<file path="src/rtl/cnn_window_conv.sv">
// cnn_window_conv: collects a serial 3x3 binary window, scores it against a binary
// kernel, and packs the thresholded result bits LSB first into bytes for the UART.
`default_nettype none

module cnn_window_conv #(
  parameter int N_WIN = 676,
  parameter int KW    = 9
) (
  input  logic          clk,
  input  logic          rst_n1,
  input  logic          strt,
  input  logic          din,
  input  logic [KW-1:0] kernel,
  input  logic [3:0]    thr,
  output logic          bsy,
  output logic [7:0]    dout,
  output logic          trmt,
  input  logic          tx_done,
  output logic          frame_done
);

  localparam logic [9:0] N_WIN_C  = 10'(N_WIN);
  localparam logic [3:0] LAST_BIT = 4'(KW - 1);

  typedef enum logic [2:0] {
    IDLE    = 3'd0,
    ACC     = 3'd1,
    EVAL    = 3'd2,
    SEND    = 3'd3,
    WAIT_TX = 3'd4
  } state_t;

  state_t        state;
  state_t        state_nxt;
  logic [KW-1:0] window;
  logic [3:0]    bit_cnt;
  logic [3:0]    pack_cnt;
  logic [9:0]    win_cnt;
  logic [7:0]    pack;
  logic [7:0]    dout_q;
  logic          frame_done_q;
  logic [3:0]    match;
  logic          result;

  // XNOR popcount: number of window bits agreeing with their kernel weight
  always_comb begin
    match = '0;
    for (int i = 0; i < KW; i++) begin
      match = match + {3'b000, ~(window[i] ^ kernel[i])};
    end
    result = (match >= thr);
  end

  always_comb begin
    state_nxt = state;
    case (state)
      IDLE:    if (strt) state_nxt = ACC;
      ACC:     if (bit_cnt == LAST_BIT) state_nxt = EVAL;
      EVAL: begin
        if ((pack_cnt == 4'd7) || (win_cnt == N_WIN_C - 10'd1)) state_nxt = SEND;
        else                                                   state_nxt = IDLE;
      end
      SEND:    state_nxt = WAIT_TX;
      WAIT_TX: if (tx_done) state_nxt = IDLE;
      default: state_nxt = IDLE;
    endcase
  end

  always_ff @(posedge clk or negedge rst_n1) begin
    if (!rst_n1) begin
      state        <= IDLE;
      window       <= '0;
      bit_cnt      <= '0;
      pack_cnt     <= '0;
      win_cnt      <= '0;
      pack         <= '0;
      dout_q       <= '0;
      frame_done_q <= 1'b0;
    end else begin
      state        <= state_nxt;
      frame_done_q <= 1'b0;
      case (state)
        IDLE: begin
          if (strt) bit_cnt <= '0;
        end
        ACC: begin
          window[bit_cnt] <= din;
          bit_cnt         <= bit_cnt + 4'd1;
        end
        EVAL: begin
          pack[pack_cnt[2:0]] <= result;
          pack_cnt            <= pack_cnt + 4'd1;
          win_cnt             <= win_cnt + 10'd1;
        end
        SEND: begin
          dout_q   <= pack;
          pack     <= '0;
          pack_cnt <= '0;
        end
        WAIT_TX: begin
          // frame wraps only once its final byte has been acknowledged
          if (tx_done && (win_cnt == N_WIN_C)) begin
            frame_done_q <= 1'b1;
            win_cnt      <= '0;
          end
        end
        default: ;
      endcase
    end
  end

  // dout shows the fresh byte during SEND and then holds it until the next SEND
  assign dout       = (state == SEND) ? pack : dout_q;
  assign trmt       = (state == SEND);
  assign bsy        = (state != IDLE);
  assign frame_done = frame_done_q;

endmodule

`default_nettype wire
</file>
<file path="config.mk">
export PLATFORM = sky130hd
export DESIGN_NAME = cnn_window_conv
export DESIGN_NICKNAME = d
export VERILOG_FILES = /design/src/rtl/cnn_window_conv.sv
export SDC_FILE = /design/constraint.sdc
export NUM_CORES = 1
export LEC_CHECK = 0
export CAP_MARGIN = 20
export CELL_PAD_IN_SITES_DETAIL_PLACEMENT = 0
export CELL_PAD_IN_SITES_GLOBAL_PLACEMENT = 2
export CORE_ASPECT_RATIO = 1.1
export CORE_MARGIN = 5
export CORE_UTILIZATION = 37
export CTS_BUF_LIST = sky130_fd_sc_hd__clkbuf_16
export CTS_CLUSTER_DIAMETER = 60
export DETAILED_ROUTE_END_ITERATION = 16
export GPL_ROUTABILITY_DRIVEN = 0
export PLACE_DENSITY_LB_ADDON = 0.1
export SETUP_SLACK_MARGIN = 0.15
export SLEW_MARGIN = 20
export SYNTH_ARGS = -nofsm -noshare
export SYNTH_HDL_FRONTEND = slang
export SYNTH_SLANG_ARGS = --single-unit
</file>
<file path="constraint.sdc">
create_clock -name clk -period 5.4 [get_ports clk]
set_clock_uncertainty 0.2 [all_clocks]
set_input_delay 1.08 -clock clk [delete_from_list [all_inputs] [get_ports clk]]
set_output_delay 1.08 -clock clk [all_outputs]
set_load 0.01 [all_outputs]
</file>
After elaboration in Yosys (flattened, before gate mapping)
Cells that the tools add are included.
{"block": "totals", "ff_bits": 47, "in_bits": 18, "out_inout_bits": 11, "elab_cells": 86}
{"block": "op_classes", "n_bitwise": 18, "n_lt_le_gt_ge": 5, "n_reduce_logical": 12, "n_addsub": 11, "n_eq_ne": 12, "mux": 20}
{"cell": "adder 4 x 1 -> 4 bit", "n": 5}
{"cell": "== test 10 bit, second input constant", "n": 2}
{"cell": "case mux 10 bit (2 select lines)", "n": 1}
{"cell": "case mux 4 bit (2 select lines)", "n": 2}
{"cell": "case mux 8 bit (2 select lines)", "n": 1}
{"cell": "case mux 3 bit (5 select lines)", "n": 1}
{"cell": "adder 10 x 1 -> 10 bit, second input constant", "n": 1}
{"cell": "2-to-1 mux 10 bit", "n": 1}
{"cell": "bitwise mux 9 bit", "n": 1}
{"cell": "2-to-1 mux 3 bit", "n": 3}
{"cell": "inverter 1 bit", "n": 9}
{"cell": "bitwise XOR 1 bit", "n": 9}
{"cell": "adder 4 x 1 -> 4 bit, second input constant", "n": 2}
{"cell": "bitwise mux 8 bit", "n": 1}
{"cell": "2-to-1 mux 8 bit", "n": 1}
{"cell": "inequality test 2 bit, second input constant", "n": 4}
{"cell": "== test 3 x 2 -> 1 bit, second input constant", "n": 2}
{"cell": "nonzero test 2 bit", "n": 3}
{"cell": "less-than comparator 4 x 5 -> 1 bit, second input constant", "n": 1}
{"cell": "adder 3 x 1 -> 4 bit", "n": 1}
{"cell": "demux 1 bit (select 4 bit)", "n": 1}
{"cell": "== test 4 x 3 -> 1 bit, second input constant", "n": 1}
{"cell": "== test 4 bit, second input constant", "n": 1}
{"cell": "greater-or-equal comparator 4 x 1 -> 1 bit, second input constant", "n": 1}
{"cell": "other kinds (17)", "n": 23}

Logic depth before layout (Yosys ltp)
{"block": "logic_depth", "depth_word": 13, "ltp_mapped": 14, "depth_no_buf": 14}

Worst setup path after synthesis
OpenSTA, ideal clock, no wires.
{"block": "synth_timing", "path_kind": "input-to-reg", "startpoint": "input kernel[0]", "endpoint": "register pack[0]", "required_time_ns": 5.078, "cell_stages": 14, "slack_ns": 0.280, "t_arrival_ns": 4.799, "setup_time_ns": 0.122, "n_path_buf": 0, "cell_sequence": "xnor2_1 -> fa_1 -> inv_1 -> fa_1 -> inv_1 -> fa_1 -> inv_1 -> fa_1 -> fa_1 -> inv_1 -> ha_1 -> a211oi_1 -> o21bai_1 -> a32o_1"}
{"block": "synth_via", "elab_chain_len": 13}
{"element": "start: declaration", "line": "13", "text": "input logic [KW-1:0] kernel,"}
{"element": "bitwise XOR 1 bit", "line": "49", "text": "match = match + {3'b000, ~(window[i] ^ kernel[i])};"}
{"element": "inverter 1 bit", "line": "49"}
{"element": "adder 1 x 1 -> 2 bit", "line": "49"}
{"element": "adder 2 x 1 -> 3 bit", "line": "49"}
{"element": "adder 3 x 1 -> 4 bit", "line": "49"}
{"element": "adder 4 x 1 -> 4 bit (5 in a row)", "line": "49"}
{"element": "greater-or-equal comparator 4 bit", "line": "51", "text": "result = (match >= thr);"}
{"element": "bitwise mux 8 bit", "line": "91", "text": "pack[pack_cnt[2:0]] <= result;"}
{"element": "case mux 8 bit (2 select lines)", "line": "82", "text": "case (state)"}
{"element": "end signal: indexed assignment", "line": "91"}
{"element": "end: declaration", "line": "39", "text": "logic [7:0] pack;"}
No other way between the ends.
A chain may end at the register's enable or synchronous reset.

Worst setup path in the final report
{"block": "layout_timing", "startpoint": "input kernel[3]", "endpoint": "register pack[0]"}
{"block": "layout_via", "elab_chain_len": 11}
{"element": "bitwise XOR 1 bit", "line": "49"}
{"element": "inverter 1 bit", "line": "49"}
{"element": "adder 3 x 1 -> 4 bit", "line": "49"}
{"element": "adder 4 x 1 -> 4 bit (5 in a row)", "line": "49"}
{"element": "greater-or-equal comparator 4 bit", "line": "51"}
{"element": "bitwise mux 8 bit", "line": "91"}
{"element": "case mux 8 bit (2 select lines)", "line": "82"}
No other way between the ends.

==> results by group <==
Route
  • DRT iter0 DRCs: 96
  • Final wirelength: around 5300 um
  • Post-DR vias/cell: roughly 5
  • First drt pass iteration count: 4
  • DRC Markers: 0
  • ANT nets after route: 0
  • Vias post-DR: approximately 1,800
  • WL per Instance: about 15 um

Floorplanning
  • Initial Util: 37.8%
  • Core area: between 0.006 and 0.007 sq mm
  • Die height: 98.5 um
  • Row count: 32
  • Num ports: 29
  • Die Wd: around 90 um
  • Die Footprint: approximately 0.0089 sq mm

STA
  • Final setup vio count: 0
  • Slew @ Worst Pin: approximately 0.74 ns
  • Max Fclk: around 200 MHz
  • Final Cycle Share: between 90% and 100%
  • Final hold vios: 0
  • Max-Slew Margin vs Limit: 50.8%
  • RSZ-0062 raised after global routing: no
  • Post-layout min period: slightly above 5 ns
  • Slew Limit Fails: 0
  • Sum Neg Setup Slack: 0 ns

Clock network
  • CTS tree: done
  • Clock Latency Late Sink: 0.29 ns
  • Cts bufs inserted: 5
  • # hold bufs at CTS: 0
  • Clock sink count: 47
  • Clock Root Buffer: clkbuf_16
  • CTS Buffer Depth: 2
  • Max H-tree Level: 2
  • Clock-pin slew on the worst setup and hold paths: around 0.060 ns

Critical path
  • Critical path startpoint category: primary input
  • Worst stage delay on the critical path: 0.55 ns
  • Arrival time at the worst endpoint: a little over 5 ns
  • Cell mode on critical path: fa_1
  • Worst-path maximum fanout: 8
  • CP Capture Type: register
  • Crit Path Category: in2reg
  • WP buf/inv: 5
  • CP Cell Sequence: dlygate4sd2_1 > xnor2_2 > fa_1 > inv_2 > fa_1 > inv_2 > fa_1 > inv_1 > fa_2 > fa_1 > inv_1 > ha_1 > a211oi_2 > o21bai_4 > a32o_2
  • CP max stage cell: fa_1
  • Critical path data required time: 5.37 ns
  • Crit path max-delay family: adder cells

Status
  • Status: finished, final reports clean

GRT
  • Largest net degree at the start of global routing: between 40 and 50
  • Congestion Overflow GR: 0
  • Vias in the first global route: ~1,900
  • Initial antenna violation count: 0
  • Total track usage: between 10 and 15%
  • First-pass GRT wire length: slightly above 9000 um

Cells and area
  • Core Util, Final: between 40% and 50%
  • Final net count: 310
  • Diode count: 0
  • Area grow syn2layout: 20.0%
  • Share of layout cells above drive strength 1: between 10% and 20%

Pwr
  • Total power: roughly 2 mW
  • LEAKAGE: between 1 and 1.5 nW
  • PwrDens: ~630 mW/mm^2
  • VDD IR-drop max: 0.000778 V

Synthesis
  • Seq cells post-synth: 47
  • Post-Syn Area: roughly 0.0026 sq mm
  • Post-synth cell types: 48
  • Syn Area/Cell: ~11 sq um
  • Seq/Total Area, Yosys: between 40% and 50%
  • Post-Syn Instances: about 250
  • Yosys warnings: 0
  • EDFF count, synth: 0
  • Synth async-reset ratio: 100%
  • Main flop type after synthesis: dfrtp_1
  • Syn Nets: approximately 280

Place
  • Post-DP HPWL: roughly 3700 um
  • Port Buf Inserts: 28

Min path
  • Hold Path Class: reg2reg

Run
  • Max_cap viols: 0
flip-flops by register name, indices dropped and copies added, names as in the netlist:
signal      cells
bit_cnt         4
frame_done      1
window          9
pack            8
pack_cnt        4
win_cnt        10
dout_q          8
state           3
report_power, final:
part,leakage (nW),total [mW],internal [mW],switching (mW)
clock,0.0762,0.292,0.167,0.124
combinational,0.742,1.16,0.555,0.608
sequential,0.595,0.533,0.433,0.0999
cells in the final DEF, fill, tap and decap left out, types with 2 or more instances in the layout:
master,Yosys,routed
buf_4,1,2
or3b_4,2,2
o21ai_1,2,2
nor3b_1,4,4
mux2i_1,2,2
a21oi_1,4,4
nand3b_1,4,4
dfrtp_1,47,47
inv_2,0,2
o21ai_0,19,18
clkdlybuf4s50_1,0,24
o22ai_1,2,2
o2bb2ai_1,2,2
a32o_1,7,6
xnor2_2,0,3
dlygate4sd2_1,0,3
mux2_2,13,13
clkbuf_16,0,5
nand2b_1,3,3
nand3_1,11,11
and4_1,2,2
nor2_1,5,5
mux2_1,4,4
fa_1,5,4
nand2_1,25,25
inv_1,18,18
and3b_1,3,3
nor3_1,5,5
or3b_1,2,2
nand4_1,3,3
xor2_1,4,4
ha_1,13,13
xnor2_1,10,7
metrics by stage:
step | worst slack [ns] | cells | cell area, sq um | hold slack, ns
6_report | 0.301 | 360 | 3160 | 0.283
5_1_grt | 0.169 | 360 | 3160 | 0.313
4_1_cts | 0.259 | 359 | 3150 | 0.282
3_5_place_dp | -0.427 | 351 | 2970 | 0.270
3_3_place_gp | -0.411 | 351 | 2970 | 0.266
2_1_floorplan | 0.280 | 247 | 2630 | 0.245
what timing repair did:
action | CTS | global route
pin swaps | 5 | 7
resized for setup | 11 | 4
setup buffers | 0 | 1
endpoints found under the setup margin | 8 | 7
path summary, 6_finish.rpt:
path                                 start           to  slack, ns  cells past startpoint
worst max-delay path             kernel[3]      pack[0]       0.30                     15
worst min-delay path            win_cnt[9]   win_cnt[9]       0.28                      1
worst max register to register   window[3]      pack[0]       0.93                     14
worst min register to register  win_cnt[9]   win_cnt[9]       0.28                      1
max in group asynchronous           rst_n1      pack[3]       3.91                      2
min in group asynchronous           rst_n1  pack_cnt[3]       0.69                      2
synth_stat cells, drive strengths merged (3+ instances only):
library cell | count | share of area (%)
mux2 | 17 | 7.3
nand2b | 3 | 0.71
nor3 | 6 | 1.3
or3b | 4 | 1.5
nand2 | 25 | 3.6
inv | 18 | 2.6
nand3 | 11 | 2.1
buf | 4 | 1.0
fa | 5 | 3.8
ha | 13 | 6.2
and3b | 3 | 1.0
a21oi | 4 | 0.76
nand4 | 3 | 0.71
nor3b | 5 | 1.6
nand3b | 4 | 1.1
a32o | 7 | 2.7
clkbuf | 6 | 0.86
nor2 | 6 | 0.95
xor2 | 4 | 1.3
dfrtp | 47 | 45
o21ai | 21 | 4.0
xnor2 | 10 | 3.3
layer usage:
| layer | part of all wire (%) | vias to the layer above | GRT usage (%) |
|---|---|---|---|
| met2 | 48 | 28 | 20.2 |
| met4 | 1.2 | 0 | 4.12 |
| met1 | 47 | 874 | 16.7 |
| met5 | 0 | - | 0 |
| li1 | - | 927 | - |
| met3 | 4.6 | 7 | 3.36 |
cells by family (layout without fill, tap and decap cells):
family	Yosys count	count (layout)	synth area share, %
flops	47	47	44.7
xor+xnor	14	14	4.66
compound gates	44	44	10.9
simple gates	77	77	17.3
buf+inv	28	56	4.47
fa+ha+maj	18	18	9.98
mux	19	19	8.03
area by class of cell:
cell class / count / area, sq um
fillers: 682 / 3810
multi-input cells: 172 / 1390
flip-flops and latches: 47 / 1180
repair buffers: 30 / 287
clock buffers: 5 / 125
well taps: 85 / 106
inverters: 18 / 67.6
clock inverters: 3 / 12.5
Note: power is estimated with default switching activity, not from simulation.
